[src/rtl/crc_feeder.sv]
// Streams a byte-length job from a word source into a CRC unit,
// then captures the result and compares it with a reference value.
module crc_feeder #(
  parameter int LEN_W = 16
) (
  input  logic             clk,
  input  logic             rst_n,
  input  logic             start,
  input  logic             abort,
  input  logic [LEN_W-1:0] len_bytes,
  input  logic [31:0]      crc_expected,
  input  logic [31:0]      src_data,
  input  logic             src_valid,
  output logic             src_ready,
  output logic [31:0]      bus_wr,
  output logic [1:0]       bus_size,
  output logic             buffer_write_en,
  output logic             reset_chain,
  input  logic             buffer_full,
  input  logic             reset_pending,
  input  logic             read_wait,
  input  logic [31:0]      crc_out,
  output logic             busy,
  output logic             done,
  output logic [31:0]      crc_result,
  output logic             crc_match
);

  typedef enum logic [2:0] {
    S_IDLE,
    S_RESET,
    S_RST_WAIT,
    S_FEED,
    S_DRAIN,
    S_DONE
  } state_t;

  localparam logic [1:0] SZ_B = 2'b00;
  localparam logic [1:0] SZ_H = 2'b01;
  localparam logic [1:0] SZ_W = 2'b10;

  state_t           state;
  state_t           nxt;
  logic [LEN_W-1:0] rem;
  logic [LEN_W-1:0] rem_nxt;
  logic             split;
  logic             split_nxt;
  logic             drained;
  logic [31:0]      exp_q;
  logic             issue;

  always_ff @(posedge clk or negedge rst_n) begin
    if (!rst_n) begin
      state      <= S_IDLE;
      rem        <= '0;
      split      <= 1'b0;
      drained    <= 1'b0;
      exp_q      <= '0;
      crc_result <= '0;
      crc_match  <= 1'b0;
    end else begin
      state   <= nxt;
      rem     <= rem_nxt;
      split   <= split_nxt;
      drained <= (state == S_DRAIN);
      if (state == S_IDLE && start)
        exp_q <= crc_expected;
      if (state == S_DRAIN && nxt == S_DONE) begin
        crc_result <= crc_out;
        crc_match  <= (crc_out == exp_q);
      end
    end
  end

  always_comb begin
    nxt             = state;
    rem_nxt         = rem;
    split_nxt       = split;
    issue           = 1'b0;
    src_ready       = 1'b0;
    buffer_write_en = 1'b0;
    bus_wr          = '0;
    bus_size        = SZ_W;
    unique case (state)
      S_IDLE: begin
        if (start) begin
          nxt       = S_RESET;
          rem_nxt   = len_bytes;
          split_nxt = 1'b0;
        end
      end
      S_RESET: nxt = S_RST_WAIT;
      S_RST_WAIT: begin
        if (!reset_pending)
          nxt = (rem != '0) ? S_FEED : S_DRAIN;
      end
      S_FEED: begin
        issue = !buffer_full && (rem != '0) && !abort;
        // first half of a 3-byte tail keeps the word for the byte after
        src_ready = issue && !(rem == LEN_W'(3) && !split);
        if (issue && src_valid) begin
          buffer_write_en = 1'b1;
          unique case (1'b1)
            split: begin
              bus_wr    = {24'h0, src_data[23:16]};
              bus_size  = SZ_B;
              rem_nxt   = '0;
              split_nxt = 1'b0;
            end
            (rem >= LEN_W'(4)): begin
              bus_wr  = src_data;
              rem_nxt = rem - LEN_W'(4);
            end
            (rem == LEN_W'(3)): begin
              bus_wr    = {16'h0, src_data[15:0]};
              bus_size  = SZ_H;
              rem_nxt   = LEN_W'(1);
              split_nxt = 1'b1;
            end
            (rem == LEN_W'(2)): begin
              bus_wr   = {16'h0, src_data[15:0]};
              bus_size = SZ_H;
              rem_nxt  = '0;
            end
            default: begin
              bus_wr   = {24'h0, src_data[7:0]};
              bus_size = SZ_B;
              rem_nxt  = '0;
            end
          endcase
          if (rem_nxt == '0)
            nxt = S_DRAIN;
        end
      end
      S_DRAIN: begin
        if (drained && !read_wait)
          nxt = S_DONE;
      end
      S_DONE: nxt = S_IDLE;
      default: nxt = S_IDLE;
    endcase
    if (abort && state != S_IDLE) begin
      nxt       = S_IDLE;
      rem_nxt   = '0;
      split_nxt = 1'b0;
    end
  end

  assign busy        = (state != S_IDLE);
  assign done        = (state == S_DONE);
  assign reset_chain = (state == S_RESET);

endmodule

[config.mk]
export PLATFORM = sky130hd
export DESIGN_NAME = crc_feeder
export DESIGN_NICKNAME = d
export VERILOG_FILES = /design/src/rtl/crc_feeder.sv
export SDC_FILE = /design/constraint.sdc
export NUM_CORES = 1
export LEC_CHECK = 0
export ABC_AREA = 0
export CAP_MARGIN = 10
export CELL_PAD_IN_SITES_DETAIL_PLACEMENT = 0
export CELL_PAD_IN_SITES_GLOBAL_PLACEMENT = 1
export CORE_MARGIN = 4
export CORE_UTILIZATION = 36
export CTS_BUF_LIST = sky130_fd_sc_hd__clkbuf_8
export CTS_CLUSTER_SIZE = 16
export DETAILED_ROUTE_END_ITERATION = 8
export HOLD_SLACK_MARGIN = 0.05
export MAX_ROUTING_LAYER = met4
export PLACE_DENSITY = 0.95
export RECOVER_POWER = 25
export SLEW_MARGIN = 30
export SYNTH_ARGS = -nofsm -noshare
export SYNTH_HDL_FRONTEND = slang
export SYNTH_SLANG_ARGS = --single-unit
[constraint.sdc]
create_clock -name clk -period 4.63 [get_ports clk]
set_input_delay 0.463 -clock clk [delete_from_list [all_inputs] [get_ports clk]]
set_output_delay 0.463 -clock clk [all_outputs]
set_load 0.05 [all_outputs]
=== After elaboration in Yosys (flattened, before gate mapping) ===
Index checks and enable logic that the tools add are counted.

* $lt $le $gt $ge: 1
* Reduce and logical (&&, ||, !) cells: 21
* Equal/unequal tests: 11
* Multiplexer cells: 29
* Add/subtract/negate cells: 1

{| class="wikitable"
|+ Operators with widths
! cell !! number
|-
| $pmux 32 s3 || 1
|-
| $mux 16 || 5
|-
| $mux 32 || 2
|-
| $pmux 16 s2 || 2
|-
| $eq 16x2->1 const B || 2
|-
| $eq 32x32->1 || 1
|-
| $mux 3 || 7
|-
| $ge 16x3->1 const B || 1
|-
| $logic_not 16->1 || 1
|-
| $reduce_bool 16->1 || 1
|-
| $sub 16x3->16 const B || 1
|-
| $pmux 3 s5 || 1
|-
| $eq 3x3->1 const B || 3
|-
| $logic_and 1x1->1 || 9
|-
| $mux 1 || 7
|-
| $eq 3x2->1 const B || 2
|-
| $reduce_bool 3->1 || 2
|-
| $logic_not 1->1 || 5
|-
| $mux 2 || 2
|-
| $pmux 2 s2 || 1
|-
| $eq 3x1->1 const B || 1
|-
| $logic_not 3->1 || 1
|-
| $ne 3x2->1 const B || 1
|-
| $ne 3x3->1 const B || 1
|-
| 3 further kinds || 3
|}

* Word-level logic and storage cells: 70
* Bits in registers: 86
* Output and inout bits: 72

=== Longest topological paths before layout ===
* Depth after elaboration: 13
* Depth in mapped cells: 12

=== Least setup slack after synthesis ===
OpenSTA, ideal clock, no wires.

* Path kind: register -> output
* From: reg rem[2]
* To: out bus_wr[23]
* Arrival: 2627 ps
* Cell stages (with the launch flop): 11
* Required time: 4167 ps
* Path slack: 1540 ps
* Cells stage by stage: dfrtp_1 inv_1 ha_1 nor3b_2 and4_1 buf_4 nand2_4 nand2b_2 inv_2 clkbuf_1 and3_1

* Cells in the longest elaborated chain, start to end: 6
* Elaborated cells on any way between the ends: 11
* Classes of those cells: order compare: 1; eq/ne: 2; mux: 3; reduce/logical: 5

{| class="wikitable"
|+ Ends and longest elaborated chain
! item !! RTL line !! source
|-
| start: declaration || 44 || <nowiki>logic [LEN_W-1:0] rem;</nowiki>
|-
| start signal: assignment || 63 || <nowiki>rem <= rem_nxt;</nowiki>
|-
| branches (longest 4 deep; another with $ge 16x3->1) || n/a ||
|-
| $mux 32 (*) || 101 || <nowiki>if (issue && src_valid) begin</nowiki>
|-
| $mux 32 (*) || 84 || <nowiki>unique case (state)</nowiki>
|-
| end: declaration || 15 || <nowiki>output logic [31:0] bus_wr,</nowiki>
|}

Every way passes the cells marked *.

=== Worst setup path after layout ===
* From: reg rem[2]
* To: out bus_wr[7]

Same word-level chain as after synthesis.

==> flow_summary.ini <==
[detailed_routing]
drt_wl_total_mm = 14.1
wl_per_cell_um = 18.0
routed-wl-met3_um = 634
viasPerCell = 5.17
drt-initial-drc-count = 242
wl_met2_mm = 7.35
drc_errors = 0
drt-met1-wl_mm = 5.75
top_layer = met4
drtPass1Iterations = 4
ant_nets = 0
vias = 4052

[grt]
grt_max_degree = 87
grt_use_total_pct = 19.5
grt.overflow.total = 0
grt_pass1_vias = 4347
antenna_found_initial = 0
grt_first_pass_wirelength_mm = 22.4

[job]
max-cap-violations = 1

[cts]
h-tree-depth = 3
clk_latency_ns = 0.35
cts_tree = yes
holdBufCountCts = 0
cts_setup_buffers = 0
clockBufferDepth = 2
cts_resized = 0
cts_num_sinks = 86
cts_made_buffers = 9
root_buffer = clkbuf_8
path_clk_slew_ns = 0.09

[timing]
hold_viol_final = 0
tightest_slew_ns = 2.17
slew_violations = 87
setup_tns_ns = 0
clock_skew_ns = 0.0119
layout_min_cycle_time_ns = 4.14
slew_headroom_pct = -44.5
rsz0062_at_grt = no
max_freq_ghz = 0.242
fin_crit_sh_pct = 89.4
setup_viol = 0

[floorplanning]
die_w_um = 122
die_area_sq_mm = 0.0148
ioPinCount = 192
start_util_pct = 36.8
core-area_sq_mm = 0.0127
die-height_um = 122
placementRows = 41

[min_path]
hp-class = flop to flop
hp-start = crc_match$_DFFE_PN0P_

[synth]
syn_area_sq_mm = 0.00466
synth_edf_count = 0
async_flop_share_pct = 100
yosysTopAreaCellShare_pct = 46.2
syn_inst = 428
synth_nets = 550
synth_cell_type_count = 60
ys_top_cells_by_area = dfrtp_1 (46%), mux2_2 (12%), xor2_1 (6.4%), mux2_1 (3.9%), and3_1 (2.1%)
ys_seq_area_share_pct = 46.2
synth_top_cell_by_area = dfrtp_1
ys.flop_type = dfrtp_1
syn_avg_cell_area_sq_um = 10.9
yosysWarnings = 0
synth-seq-cells = 86

[setup_path]
end_kind = output port
worstPathMaxFanout = 10
worstReg2RegStart = rem[2]$_DFFE_PN0P_
crit_arrival_ns = 3.68
cp-start-kind = flop
crit_start = rem[2]$_DFFE_PN0P_
required_ns = 4.17
criticalPathCategory = flop to output port

[placed_design]
hpwlAfterDp_mm = 10.7
portBuffers = 191
place_congestion = 0.920
place_area_sq_mm = 0.00671

[layout]
nNetsFinal = 729
layout_commonest_cell = clkdlybuf4s50_1
syn_to_final_growth_pct = 49.7
layout-drive-gt1-share_pct = 13.1
final_area_sq_mm = 0.00698
final_cell_mix = clkdlybuf4s50_1 (190), dfrtp_1 (86), mux2_2 (48)
n_antenna_cell = 0

[outcome]
violations = max-capacitance violations, max-slew violations
status = finished, violations left

[power_and_ir_drop]
power_density_mw_per_mm2 = 455
power_leakage_nw = 2.99
vdd_ir_drop_max_mv = 0.260
critical path: stages, from the launching register on:
cell             delay (ns)
dfrtp_1                0.48
inv_1                  0.11
ha_1                   0.24
nor3b_2                0.51
nand4_1                0.30
nor2_2                 0.17
buf_4                  0.19
nand3_1                0.25
a22oi_1                0.27
nor2_1                 0.07
clkdlybuf4s50_1        0.71
cell usage after synthesis (all sizes together) (4+ instances only):
master   n
a21oi    5
a22o    11
a22oi   10
and2    11
and3    16
buf      9
clkbuf  18
dfrtp   86
inv      5
mux2    64
nand2   26
nand2b   4
nand3    4
nand4    6
nor2    19
nor3    11
nor3b    5
nor4    12
o21ai   15
o31ai    8
xnor2    8
xor2    34
registers in the layout (all words and copies together) (netlist names):
signal,count
rem,16
split,1
exp_q,32
crc_result,32
state,3
crc_match,1
drained,1
stage by stage:
step                power [mW]  hold WS [ns]  utilization [%]  cells  worst slack (ns)
finish                    3.18         0.483             55.1    784             0.492
global route              3.38         0.503             55.1    784             0.230
floorplan                 2.09         0.167                -    428              1.54
global placement          2.42         0.462             52.9    768              1.12
CTS                       3.20         0.195             55.1    784             0.517
detailed placement        2.47         0.468             52.9    768             0.926
logic make-up after synthesis:
group / Yosys count / share of synthesized area [%]
xor gates and xnor gates: 42 / 7.89
DFF: 86 / 46.2
AOI/OAI and AO/OA: 67 / 10.1
buffers and inverters: 32 / 2.93
muxes: 65 / 15.7
adders and majority gates: 2 / 0.537
and+or+nand+nor: 134 / 16.7
where the power goes:
group / total (mW) / switching, mW / leakage [nW] / internal [mW]
Sequential: 1.21 / 0.238 / 1.11 / 0.973
Combinational: 1.25 / 0.635 / 1.74 / 0.616
Clock: 0.716 / 0.282 / 0.139 / 0.434
path summary, 6_finish.rpt:
path | endpoint | slack [ns] | cells after the start
setup / recovery | bus_wr[7] | 0.49 | 10
min in group asynchronous | crc_result[7]$_DFFE_PN0P_ | 0.74 | 1
hold / removal | crc_match$_DFFE_PN0P_ | 0.48 | 2
hold reg to reg | crc_match$_DFFE_PN0P_ | 0.48 | 2
setup reg to reg | rem[14]$_DFFE_PN0P_ | 1.37 | 10
max in group asynchronous | rem[0]$_DFFE_PN0P_ | 2.63 | 1
routing by layer:
metal | track usage [%] | vias up
met4 | 7.07 | 0
met3 | 3.81 | 29
li1 | - | 1916
met5 | - | -
met2 | 32.6 | 127
met1 | 23.7 | 1980
layout make-up:
cell class,count,area [sq um]
inverter,5,18.8
multi-input combinational,310,2380
sequential,86,2150
timing repair buffer,195,1940
clock buffer,10,138
fill,1123,5690
clock inverter,6,140
tap,172,215
No activity file was read; power rests on OpenSTA's default activity.
